==> config.mk <==
export PLATFORM = sky130hd
export DESIGN_NAME = down_counter_flat
export DESIGN_NICKNAME = d
export VERILOG_FILES = /design/src/rtl/down_counter_if.sv /design/src/rtl/down_counter.sv /design/src/flat_wrapper.sv
export SDC_FILE = /design/constraint.sdc
export NUM_CORES = 1
export LEC_CHECK = 0
export BUFFER_PORTS_ARGS = -buffer_cell sky130_fd_sc_hd__buf_2
export CAP_MARGIN = 20
export CORE_AREA = 2 2 39 41
export CTS_CLUSTER_DIAMETER = 80
export DETAILED_ROUTE_END_ITERATION = 16
export DIE_AREA = 0 0 41 43
export HOLD_SLACK_MARGIN = 0.12
export PLACE_DENSITY = 0.7
export SLEW_MARGIN = 20
export SYNTH_ARGS = -nofsm -noshare
export SYNTH_HDL_FRONTEND = slang
export SYNTH_SLANG_ARGS = --single-unit
==> constraint.sdc <==
create_clock -name clk -period 2.5 [get_ports clk]
set_input_delay 0 -clock clk [delete_from_list [all_inputs] [get_ports clk]]
set_output_delay 0 -clock clk [all_outputs]
set_load 0.01 [all_outputs]
==> src/rtl/down_counter_if.sv <==
// down_counter_if: control and status bundle for the down counter.
// The master drives the control strobes; the counter drives the status outputs.
interface down_counter_if #(
    parameter int WIDTH = 3
);
    logic             en;
    logic             load;
    logic [WIDTH-1:0] load_val;
    logic             start;
    logic [WIDTH-1:0] q;
    logic             tc;
    logic             busy;
    logic             done;

    modport master (
        output en, load, load_val, start,
        input  q, tc, busy, done
    );

    modport slave (
        input  en, load, load_val, start,
        output q, tc, busy, done
    );
endinterface

==> src/rtl/down_counter.sv <==
// down_counter: loadable down counter with an IDLE/RUN/DONE controller and registered tc.
// Define DOWN_COUNTER_RELOAD_EN for auto-reload mode; one-shot mode otherwise.
module down_counter #(
    parameter int WIDTH = 3,
    parameter int MAX   = 7
) (
    input  logic           clk,
    input  logic           rst,
    down_counter_if.slave  bus
);
    typedef enum logic [1:0] {
        IDLE = 2'd0,
        RUN  = 2'd1,
        DONE = 2'd2
    } state_t;

    localparam logic [WIDTH-1:0] MAXV = WIDTH'(MAX);
    localparam logic [WIDTH-1:0] ZERO = '0;
    localparam logic [WIDTH-1:0] ONE  = WIDTH'(1);

    state_t           state;
    state_t           state_nx;
    logic [WIDTH-1:0] cnt;
    logic [WIDTH-1:0] cnt_nx;
    logic [WIDTH-1:0] rld;
    logic [WIDTH-1:0] rld_nx;
    logic             pulse;
    logic             pulse_nx;
    logic [WIDTH-1:0] clamped;

    assign clamped = (bus.load_val > MAXV) ? MAXV : bus.load_val;

    always_ff @(posedge clk or negedge rst) begin
        if (!rst) begin
            state <= IDLE;
            cnt   <= MAXV;
            rld   <= MAXV;
            pulse <= 1'b0;
        end else begin
            state <= state_nx;
            cnt   <= cnt_nx;
            rld   <= rld_nx;
            pulse <= pulse_nx;
        end
    end

    always_comb begin
        state_nx = state;
        cnt_nx   = cnt;
        rld_nx   = rld;
        pulse_nx = 1'b0;
        if (bus.load) begin
            // load doubles as abort: it wins over start and en
            cnt_nx   = clamped;
            rld_nx   = clamped;
            state_nx = IDLE;
        end else begin
            unique case (state)
                IDLE: begin
                    if (bus.start) begin
                        if (cnt != ZERO) begin
                            state_nx = RUN;
                        end else begin
                            state_nx = DONE;
                            pulse_nx = 1'b1;
                        end
                    end
                end
                DONE: begin
                    if (bus.start) begin
                        cnt_nx = rld;
                        if (rld != ZERO) begin
                            state_nx = RUN;
                        end else begin
                            pulse_nx = 1'b1;
                        end
                    end
                end
                RUN: begin
                    if (bus.en) begin
                        if (cnt > ONE) begin
                            cnt_nx = cnt - ONE;
                        end else if (cnt == ONE) begin
                            cnt_nx   = ZERO;
                            pulse_nx = 1'b1;
`ifndef DOWN_COUNTER_RELOAD_EN
                            state_nx = DONE;
`endif
                        end
`ifdef DOWN_COUNTER_RELOAD_EN
                        else begin
                            // reload step at zero keeps the period at rld+1
                            cnt_nx   = rld;
                            pulse_nx = (rld == ZERO);
                        end
`endif
                    end
                end
                default: begin
                    state_nx = IDLE;
                end
            endcase
        end
    end

    assign bus.q    = cnt;
    assign bus.tc   = pulse;
    assign bus.busy = (state == RUN);
    assign bus.done = (state == DONE);
endmodule

==> src/flat_wrapper.sv <==
// flat-port wrapper written by rule: the top's interface ports become plain ports
module down_counter_flat 
#(
    parameter int WIDTH = 3,
    parameter int MAX   = 7
)
  (clk, rst, bus_en, bus_load, bus_load_val, bus_start, bus_q, bus_tc, bus_busy, bus_done);
  down_counter_if #(.WIDTH(WIDTH)) bus_i ();
  input  logic clk;
  input  logic rst;
  input wire logic [$bits(bus_i.en)-1:0] bus_en;
  input wire logic [$bits(bus_i.load)-1:0] bus_load;
  input wire logic [$bits(bus_i.load_val)-1:0] bus_load_val;
  input wire logic [$bits(bus_i.start)-1:0] bus_start;
  output wire logic [$bits(bus_i.q)-1:0] bus_q;
  output wire logic [$bits(bus_i.tc)-1:0] bus_tc;
  output wire logic [$bits(bus_i.busy)-1:0] bus_busy;
  output wire logic [$bits(bus_i.done)-1:0] bus_done;
  assign bus_i.en = bus_en;
  assign bus_i.load = bus_load;
  assign bus_i.load_val = bus_load_val;
  assign bus_i.start = bus_start;
  assign bus_q = bus_i.q;
  assign bus_tc = bus_i.tc;
  assign bus_busy = bus_i.busy;
  assign bus_done = bus_i.done;
  down_counter #(.WIDTH(WIDTH), .MAX(MAX)) u_core (.clk(clk), .rst(rst), .bus(bus_i));
endmodule
# [Word-level counts from Yosys, hierarchy flattened]
# Index checks and enable logic that the tools add are counted.
[word_totals] regBits=9 in_bits=8 out_inout_bits=6
[op_classes] add_sub_neg=1 n_lt_le_gt_ge=2 eq_ne=10 n_mux=25 reduce_logical=6
[ops] operator="$mux W3" n=6
[ops] operator="$mux W2" n=8
[ops] operator="$ne A3 B3 Y1 const B" n=4
[ops] operator="$reduce_bool A3 Y1" n=3
[ops] operator="$mux W1" n=8
[ops] operator="$ne A3 B2 Y1 const B" n=2
[ops] operator="$pmux W2 S3" n=1
[ops] operator="$pmux W3 S2" n=1
[ops] operator="$reduce_and A6 Y1" n=1
[ops] operator="$ne A4 B2 Y1 const B" n=1
[ops] operator="$reduce_and A4 Y1" n=1
[ops] operator="$eq A3 B1 Y1 const B" n=1
[ops] operator="$gt A3 B1 Y1 const B" n=1
[ops] operator="$gt A3 B3 Y1 const B" n=1
[ops] operator="$pmux W1 S3" n=1
[ops] operator="$sub A3 B1 Y3 const B" n=1
[ops] operator="$eq A2 B1 Y1 const B" n=1
[ops] operator="$eq A2 B2 Y1 const B" n=1
[ops] operator="$logic_not A2 Y1" n=1

# [Longest topological paths before layout]
# Gate-level depths: netlist (run 1).
[depth] word_depth=6 ltp_mapped=6

# [Least setup slack after synthesis (run 1)]
# Ideal clock, no wire load.
[synth_path] path_type="flip-flop to flip-flop" start="reg u_core.cnt[0], in the netlist u_core.bus.q[0]" end="reg u_core.cnt[1], in the netlist u_core.bus.q[1]" setup_time_ns=0.083 arrival_time_ns=1.399 required_time_ns=2.417 path_slack_ns=1.017 path_stages_with_launch=6 path_buffers=0 period_less_slack_ns=1.483 path_cell_list="dfstp_2 > inv_1 > ha_1 > o31a_1 > nor3_1 > o32a_1"
[synth_between] elab_chain_cells=5
[synth_lines] element="from (decl)" line_no="down_counter.sv:23" source="logic [WIDTH-1:0] cnt;"
[synth_lines] element="from (signal assigned)" line_no="down_counter.sv:41" source="cnt <= cnt_nx;"
[synth_lines] element="$sub A3 B1 Y3 / $gt A3 B1 Y1 (equally long branches)" line_no="down_counter.sv:82, down_counter.sv:81"
[synth_lines] element="$mux W3" line_no="down_counter.sv:81" source="if (cnt > ONE) begin"
[synth_lines] element="$mux W3" line_no="down_counter.sv:80" source="if (bus.en) begin"
[synth_lines] element="$pmux W3 S2" line_no="down_counter.sv:58" source="unique case (state)"
[synth_lines] element="$mux W3" line_no="down_counter.sv:52" source="if (bus.load) begin"
# Parallel ways exist; a longest one is shown, timed or not. The select of a mux whose other input is x is not followed.
# A chain may end at the register's enable or synchronous reset.

# [Worst setup path in the final report (run 1)]
[layout_path] start="reg u_core.cnt[1], in the netlist u_core.bus.q[1]" end="reg u_core.cnt[0], in the netlist u_core.bus.q[0]"
[layout_between] elab_chain_cells=5
[layout_lines] element="$gt A3 B1 Y1" line_no="down_counter.sv:81"
[layout_lines] element="$mux W3" line_no="down_counter.sv:81"
[layout_lines] element="$mux W3" line_no="down_counter.sv:80"
[layout_lines] element="$pmux W3 S2" line_no="down_counter.sv:58"
[layout_lines] element="$mux W3" line_no="down_counter.sv:52"
# Parallel ways exist; a longest one is shown, timed or not. The select of a mux whose other input is x is not followed.

==> metrics, run 1 <==
status=complete, no violations; PortBufs=13; Initial Util=44.5%; CTS Buffer Depth=2; CORE AREA=1380 um^2; WP data arrival=1.79 ns; clock skew=0.00294 ns; first-pass GRT wire length=2330 um; DRT Wirelength=1420 um; clk_lat worst skew=0.26 ns; VDD IR max=0.000294 V; hold_sp=bus_start; number of buffers created by CTS=3; Slew Limit Headroom=68.9%; sequential share of the synthesized area=37.8%; proportion of synthesized area in mux cells=2.44%; area share of fa/ha/maj cells after synthesis=6.10%; max_cap viols=0; post-route ant nets=0; number of buffers and inverters on the critical path=1; period utilization=63.9%; Setup TNS=0 ns; Antenna Cells=0; starting DRC count in detailed routing=11; H-tree Lvls=1; Final Wtd Congestion=0.732; Final Hold Fails=0; Max Transition Viols Final=0; XOR/XNOR share of the synthesized area=0%; RSZ-0062 raised after global routing=false; DP HPWL=946 um; Layout area overhead=31.5%; Syn. warnings=0; Critical Path Fanout Max=6; CP Capture Type=flip-flop; vias per cell=5.30; final setup fails=0; fraction of layout cells with a size suffix above 1=30.0%; Die Y=43 um; Tmin final=1.60 ns; Lkg Pwr=0.000375 uW; router iterations before antenna repair=4; Synth Area in Simple Gates=25.4%; clk sinks=9; Rows=14; Crit. Startpoint=u_core.bus.q[1]; Worst Hold Class=in2reg; total grt overflow=0; Post-Syn Nets=77; Final #Nets=102; worst reg2reg startpoint=u_core.bus.q[1]; Pwr Density=637 nW/um^2; Die Footprint=1760 um^2; Distinct cells, synth=32; achievable frequency=626 MHz; Crit path largest cell delay=0.57 ns; clock root buffer=clkbuf_4; DRC violation count after routing=0; CP max-delay cell=dfstp_2; I/O pin total=14; WP data required=2.69 ns; vias in the first global route=540; total power=516 uW; die span in x=41 um; mean area per synthesized cell=9.33 um^2; Synth Cell Area=616 um^2; pin count of the biggest net entering global routing=14; crit path cell chain=inv_1 > ha_1 > nor2b_1 > o211ai_1 > mux2_4 > o211ai_2; initial antenna violation count=0; Synth Instances=66; largest family of logic cells by synthesized area=simple AND/OR/NAND/NOR gates; vias post-DR=562; Worst-Margin Slew=0.466 ns; CTS tree=built; kind of critical path=reg2reg; synthesized flop and latch total=9; gr usage total=19.7%; compound-cell area share of the yosys netlist=23.6%; CP Launch Type=flip-flop; R2R Setup Slk=0.90 ns; crit-path leading delay family=flip-flops; Worst-path clk slew=0.07 ns; WL per Instance=13.4 um
report_power, final:
part	total, uW	internal [uW]	switching [uW]
combinational	187	94.0	92.7
clock	116	61.6	54.7
sequential	213	180	32.5
stage by stage:
step / setup slack (ns) / cell area (um^2) / cells / hold slack (ns) / utilization, %
3_5_place_dp: 0.917 / 683 / 92 / -0.134 / 49.4
2_1_floorplan: 1.02 / 616 / 66 / -0.296 / -
3_3_place_gp: 0.931 / 683 / 92 / -0.139 / 49.4
4_1_cts: 0.891 / 810 / 106 / 0.189 / 58.5
5_1_grt: 0.786 / 810 / 106 / 0.240 / 58.5
6_report: 0.903 / 810 / 106 / 0.196 / 58.5
Yosys cell counts:
cell type / instances / share of area, %
a211o_1: 1 / 1.4
a21boi_1: 1 / 1.2
a21o_1: 2 / 2.4
a21oi_1: 3 / 2.4
a2bb2oi_1: 1 / 1.4
a311oi_1: 1 / 1.4
a31oi_1: 1 / 1.0
and2b_2: 1 / 1.4
and3b_1: 1 / 1.4
and3b_4: 1 / 2.0
buf_2: 2 / 1.6
buf_4: 1 / 1.2
dfrtp_1: 3 / 12
dfstp_2: 6 / 26
ha_1: 3 / 6.1
inv_1: 3 / 1.8
mux2_4: 1 / 2.4
nand2_1: 8 / 4.9
nand2b_1: 4 / 4.1
nand3_1: 1 / 0.81
nand3b_1: 1 / 1.2
nor2_1: 4 / 2.4
nor2b_1: 2 / 2.0
nor3_1: 3 / 2.4
nor3_4: 1 / 2.6
o211ai_1: 1 / 1.2
o211ai_2: 1 / 2.0
o21ai_0: 3 / 2.4
o21ai_1: 2 / 1.6
o221a_1: 1 / 1.8
o31a_1: 1 / 1.4
o32a_1: 1 / 1.6
cells in the final DEF (no fill, tap or decap), drive strengths merged:
cell type	n
buf	13
dlygate4sd3	10
nand2	8
dfstp	6
o21ai	5
nor2	4
nand2b	4
nor3	4
clkbuf	4
inv	3
a21oi	3
ha	3
dfrtp	3
nor2b	2
a21o	2
and3b	2
o211ai	2
and2b	1
nand3	1
nand3b	1
a21boi	1
a311oi	1
a31oi	1
a211o	1
o221a	1
o31a	1
o32a	1
a2bb2oi	1
mux2	1
timing repair:
action / CTS / global route
buffers inserted: 0 / 0
endpoints found under the hold margin: 17 / 0
gates resized for setup: 0 / 0
hold buffers: 10 / 0
worst reg2reg max path, stage by stage, from the launching register on:
cell and delay, ns:
dfstp_2 0.57, inv_1 0.08, ha_1 0.27, nor2b_1 0.15, o211ai_1 0.09, mux2_4 0.30, o211ai_2 0.07
sequential cells by signal (all words and copies together) (netlist names):
signal / flops
u_core.bus.tc: 1
u_core.rld: 3
u_core.state: 2
u_core.bus.q: 3
layer usage:
| metal | track usage, % | part of all wire, % |
|---|---|---|
| met1 | 28.7 | 48 |
| met2 | 28.1 | 48 |
| met3 | 4.71 | 3.9 |
| met4 | 6.00 | 0.70 |
| met5 | 0 | 0 |
layout make-up:
cell class | instances | area, um^2
fillers | 131 | 574
multi-input cells | 51 | 354
flip-flops and latches | 9 | 233
repair buffers | 23 | 165
clock buffers | 4 | 26.3
well taps | 16 | 20.0
inverters | 3 | 11.3
cells by family (layout without fill, tap and decap cells):
logic type,count (synthesis),in the layout
simple gates,27,27
compound gates,20,20
flops,9,9
buf+inv,6,30
fa+ha+maj,3,3
mux,1,1
path summary, 6_finish.rpt:
kind,endpoint,depth (start not counted)
setup / recovery,u_core.bus.q[0],6
hold / removal,u_core.state[1],5
setup reg to reg,u_core.bus.q[0],6
hold reg to reg,u_core.rld[2],2
max in group asynchronous,u_core.bus.tc,3
min in group asynchronous,u_core.bus.q[2],2
No activity file was read; power rests on OpenSTA's default activity.
==> run 2: changes to the inputs <==
ABC_AREA = 1   (was unset)
CORE_AREA = unset   (was 2 2 39 41)
CORE_UTILIZATION = 51   (was unset)
DIE_AREA = unset   (was 0 0 41 43)
PLACE_DENSITY = 0.75   (was 0.7)
clock period = 1.6 ns   (was 2.5 ns; I/O delays follow)
==> metrics, run 2 <==
Final #Nets=145 (was 102); Post-Syn Nets=117 (was 77); PortBufs=13 (unchanged); Max Transition Viols Final=0 (unchanged); I/O pin total=14 (unchanged); Seq pwr share=30.3% (was 41.2%); kind of critical path=reg2reg (unchanged); clk_lat worst skew=0.27 ns (was 0.26 ns); Initial Util=57.3% (was 44.5%); Sw Ratio=47.8% (was 34.9%); Crit. Startpoint=u_core.bus.q[1] (unchanged); vias post-DR=751 (was 562); synthesized flop and latch total=9 (unchanged); Die Y=38.3 um (was 43 um); fraction of layout cells with a size suffix above 1=24.8% (was 30.0%); Pwr Density=1510 nW/um^2 (was 637 nW/um^2); mean area per synthesized cell=6.33 um^2 (was 9.33 um^2); Synth Cell Area=671 um^2 (was 616 um^2); post-route ant nets=0 (unchanged); switching power=639 uW (was 180 uW); Layout Utilization=75.7% (was 58.5%); Lkg Pwr=0.000486 uW (was 0.000375 uW); Antenna Cells=0 (unchanged); first-pass GRT wire length=2620 um (was 2330 um); Synth Instances=106 (was 66); VDD IR max=0.000900 V (was 0.000294 V); worst reg2reg startpoint=u_core.bus.q[1] (unchanged); Worst-path clk slew=0.07 ns (about the same); clock skew=0.00901 ns (was 0.00294 ns); WL per Instance=11.4 um (was 13.4 um); starting DRC count in detailed routing=28 (was 11); Layout area overhead=32.3% (was 31.5%); Rows=12 (was 14); Final WS setup=0.0972 ns (was 0.903 ns); total grt overflow=0 (unchanged); reg2reg end=u_core.bus.q[2] (was u_core.bus.q[0]); H-tree Lvls=1 (unchanged); Post-synth EDFFs=0 (unchanged); Post-synth top cells=nand2_1, nor2_1, nand3_1, dfstp_2, inv_1 (was nand2_1, dfstp_2, nand2b_1, nor2_1); CORE AREA=1170 um^2 (was 1380 um^2); Clk pwr share=13.5% (was 22.6%); largest cells by area after synthesis=nand2_1, dfstp_2, dfrtp_1 (was dfstp_2, dfrtp_1, ha_1); Die Footprint=1460 um^2 (was 1760 um^2); CP Launch Type=flip-flop (unchanged); CTS tree=built (unchanged); initial antenna violation count=0 (unchanged); hold_ws=0.143 ns (was 0.196 ns); ys flop type=dfstp_2 (unchanged); internal power=699 uW (was 336 uW); DP HPWL=1140 um (was 946 um); Logic pwr share=56.1% (was 36.2%); DRC violation count after routing=0 (unchanged); Async SR Flop Fraction=100% (unchanged); vias per cell=5.11 (was 5.30); WP data arrival=1.71 ns (was 1.79 ns); count leader, synth=nand2_1 (unchanged); WP data required=1.81 ns (was 2.69 ns); clk sinks=9 (unchanged); most frequent cells in the layout=nand2_1, nor2_1, buf_2 (was buf_2, dlygate4sd3_1, nand2_1); top cell type's share of synthesized area=28.5% (was 25.6%); area leader, netlist=nand2_1 (was dfstp_2); gr usage total=26.9% (was 19.7%); Final Hold Fails=0 (unchanged); hold_sp=bus_load (was bus_start); CTS Buffer Depth=2 (unchanged); Distinct cells, synth=16 (was 32); max_cap viols=0 (unchanged); Reg2Reg Depth=9 (was 6); DP Worst Slack=0.111 ns (was 0.917 ns); Tmin final=1.50 ns (was 1.60 ns); Critical Path Fanout Max=4 (was 6); Worst Hold Class=in2reg (unchanged); final setup fails=0 (unchanged); R2R Setup Slk=0.1 ns (was 0.90 ns); Critical Path Sink=u_core.bus.q[2] (was u_core.bus.q[0]); period utilization=93.9% (was 63.9%); router iterations before antenna repair=5 (was 4); setup bufs post-CTS=0 (unchanged); Slew Limit Headroom=82.4% (was 68.9%); commonest non-fill, non-tap cell in the layout=nand2_1 (was buf_2); number of buffers created by CTS=3 (unchanged); CP Capture Type=flip-flop (unchanged); Syn. warnings=0 (unchanged); pin count of the biggest net entering global routing=10 (was 14); Worst-Margin Slew=0.261 ns (was 0.466 ns); DRT Wirelength=1670 um (was 1420 um); Final Wtd Congestion=0.852 (was 0.732); vias in the first global route=655 (was 540); clock root buffer=clkbuf_4 (unchanged); die span in x=38.3 um (was 41 um); achievable frequency=665 MHz (was 626 MHz); sequential share of the synthesized area=34.7% (was 37.8%); status=complete, no violations (unchanged)
## run 2: worst min-delay path by stage
stage                     cells after the start  slack, ns               to
after floorplan                               0      -0.30    u_core.bus.tc
after global placement                        1      -0.15  u_core.state[1]
after detailed placement                      1      -0.14  u_core.state[0]
after CTS                                     4       0.13  u_core.state[0]
after global routing                          4       0.21    u_core.rld[2]
final                                         4       0.14  u_core.state[0]
## run 2: cell families (layout without fill, tap and decap cells)
family / count (synthesis) / in the layout / synth area share (%)
compound gates: 3 / 3 / 2.24
fa+ha+maj: 3 / 3 / 5.60
buf+inv: 10 / 37 / 5.78
flops: 9 / 9 / 34.7
simple gates: 81 / 81 / 51.7
## run 2: power groups by stage
stage	clock [uW]	combinational, uW	sequential, uW
3_5_place_dp	0	711	405
4_1_cts	182	734	402
5_1_grt	188	859	415
3_3_place_gp	0	703	404
6_report	181	751	406
2_1_floorplan	0	514	417
## run 2: area by class of cell
type                            count  area (um^2)
Fill cell                          99          284
Inverter                            9         33.8
Sequential cell                     9          233
Clock buffer                        4         26.3
Timing Repair Buffer               24          175
Tap cell                           14         17.5
Multi-Input combinational cell     87          402
## run 2: routing by layer
layer	vias up	share of wire, %	global-route usage, %
li1	387	-	-
met1	338	46	33.5
met3	7	4.9	5.23
met2	19	46	41.5
met4	0	2.5	18.8
met5	-	0	0
## run 2: worst max-delay path, cell delays in order (launching register included)
cell and delay, ns:
dfstp_2 0.56, inv_2 0.06, ha_1 0.20, nand2_2 0.10, nand2_1 0.06, nor2_2 0.16, nand2_1 0.10, nand2_2 0.09
nand2_1 0.05, nand2_1 0.07
## run 2: what timing repair did
| action | 4_1_cts | 5_1_grt |
|---|---|---|
| endpoints found under the setup margin | 0 | 4 |
| gates resized for setup | 0 | 2 |
| hold buffers | 11 | 0 |
| hold endpoints to repair | 13 | 0 |
## run 2: per-stage QoR
step                      area (um^2)  setup TNS [ns]  cells  total power, uW
final                             887               0    147             1340
after global routing              887        -0.00770    147             1460
after CTS                         885               0    147             1320
after detailed placement          748               0    132             1120
after global placement            748               0    132             1110
after floorplan                   671               0    106              931
==> run 3: changes to the inputs <==
ABC_AREA = unset   (was 1)
CORE_AREA = 2 2 39 41   (was unset)
CORE_UTILIZATION = unset   (was 51)
DIE_AREA = 0 0 41 43   (was unset)
PLACE_DENSITY = 0.7   (was 0.75)
==> metrics, run 3 (synthesized netlist as in run 1, its figures left out) <==
pin count of the biggest net entering global routing=14 (was 10); Tmin final=1.53 ns (was 1.50 ns); Die Y=43 um (was 38.3 um); placed cell count=95 (was 132); clock root buffer=clkbuf_4 (unchanged); most frequent cells in the layout=buf_2, dlygate4sd3_1, nand2_1 (was nand2_1, nor2_1, buf_2); Die Footprint=1760 um^2 (was 1460 um^2); PortBufs=13 (unchanged); WP data required=1.80 ns (was 1.81 ns); clk sinks=9 (unchanged); WP data arrival=1.73 ns (was 1.71 ns); DRT Wirelength=1590 um (was 1670 um); Layout area overhead=33.9% (was 32.3%); clock skew=0.00177 ns (was 0.00901 ns); Slew Limit Headroom=79.1% (was 82.4%); Worst Hold Class=in2async (was in2reg); WL per Instance=14.7 um (was 11.4 um); CTS Buffer Depth=2 (unchanged); Critical Path Fanout Max=5 (was 4); Worst-Margin Slew=0.312 ns (was 0.261 ns); vias post-DR=591 (was 751); Post-Layout Cell Count=108 (was 147); Final #Nets=104 (was 145); RSZ-0062 raised after global routing=false; Pwr Density=1020 nW/um^2 (was 1510 nW/um^2); Final Wtd Congestion=0.793 (was 0.852); clk_lat worst skew=0.26 ns (was 0.27 ns); vias in the first global route=600 (was 655); H-tree Lvls=1 (unchanged); DRC violation count after routing=0 (unchanged); CORE AREA=1380 um^2 (was 1170 um^2); Antenna Cells=0 (unchanged); initial antenna violation count=0 (unchanged); Lkg Pwr=0.000384 uW (was 0.000486 uW); Rows=14 (was 12); VDD IR max=0.000511 V (was 0.000900 V); die span in x=41 um (was 38.3 um); fraction of layout cells with a size suffix above 1=33.7% (was 24.8%); total grt overflow=0 (unchanged); CP Capture Type=flip-flop (unchanged); router iterations before antenna repair=4 (was 5); Max Transition Viols Final=0 (unchanged); achievable frequency=653 MHz (was 665 MHz); gr usage total=23.1% (was 26.9%); final setup fails=0 (unchanged); first-pass GRT wire length=2700 um (was 2620 um); period utilization=95.7% (was 93.9%); vias per cell=5.47 (was 5.11); Initial Util=44.5% (was 57.3%); kind of critical path=reg2reg (unchanged); status=complete, no violations (unchanged); Worst-path clk slew=0.07 ns (about the same); CTS tree=built (unchanged); DP HPWL=1100 um (was 1140 um); commonest non-fill, non-tap cell in the layout=buf_2 (was nand2_1); Setup TNS=0 ns (unchanged); Final Hold Fails=0 (unchanged); I/O pin total=14 (unchanged); number of buffers created by CTS=3 (unchanged); max_cap viols=0 (unchanged); post-route ant nets=0 (unchanged); starting DRC count in detailed routing=14 (was 28); CP Launch Type=flip-flop (unchanged)
[run 3: layer usage]
metal	track usage (%)	up-vias	wire (um)
li1	-	289	-
met1	31.6	288	723
met2	35.0	9	790
met3	4.71	5	46
met4	8.00	0	25
met5	0	-	0
[run 3: worst paths after layout]
check | startpoint | cells past startpoint | endpoint | slack, ns
worst min register to register | u_core.rld[1] | 2 | u_core.rld[1] | 0.51
worst max-delay path | u_core.bus.q[0] | 5 | u_core.bus.q[1] | 0.07
max in group asynchronous | rst | 2 | u_core.bus.q[0] | 1.24
worst min-delay path | rst | 2 | u_core.state[1] | 0.11
worst max register to register | u_core.bus.q[0] | 5 | u_core.bus.q[1] | 0.07
min in group clk | bus_start | 5 | u_core.state[0] | 0.21
[run 3: critical path: stages, from the launching register on]
cell and delay [ns]:
dfstp_2 0.57, inv_1 0.11, ha_1 0.30, o31a_1 0.12, nor3_1 0.04, o32a_1 0.33
[run 3: where the power goes]
group / switching [uW] / leakage, uW / total [uW] / internal (uW)
clock: 93.2 / 0.0000150 / 190 / 96.4
combinational: 161 / 0.000265 / 327 / 166
sequential: 46.0 / 0.000104 / 327 / 281
total: 301 / 0.000384 / 844 / 543
[run 3: timing repair]
item	CTS	global route
endpoints found under the hold margin	16	0
resized for setup	0	1
hold buffers	9	0
endpoints found under the setup margin	0	1
setup buffers	0	0
[run 3: final cells by class]
| type | count | area, um^2 |
|---|---|---|
| Sequential cell | 9 | 233 |
| Multi-Input combinational cell | 51 | 357 |
| Tap cell | 16 | 20.0 |
| Inverter | 3 | 11.3 |
| Timing Repair Buffer | 25 | 178 |
| Fill cell | 119 | 559 |
| Clock buffer | 4 | 26.3 |
[run 3: metrics by stage]
| step | instance area [um^2] | utilization (%) | worst slack [ns] | total power, uW | hold slack, ns |
|---|---|---|---|---|---|
| after detailed placement | 706 | 51.0 | 0.0774 | 637 | -0.129 |
| final | 825 | 59.6 | 0.0683 | 844 | 0.112 |
| after global routing | 825 | 59.6 | 0.0129 | 891 | 0.151 |
| after floorplan | 616 | - | 0.117 | 535 | -0.296 |
| after global placement | 706 | 51.0 | 0.102 | 628 | -0.139 |
| after CTS | 822 | 59.4 | 0.0664 | 840 | 0.125 |
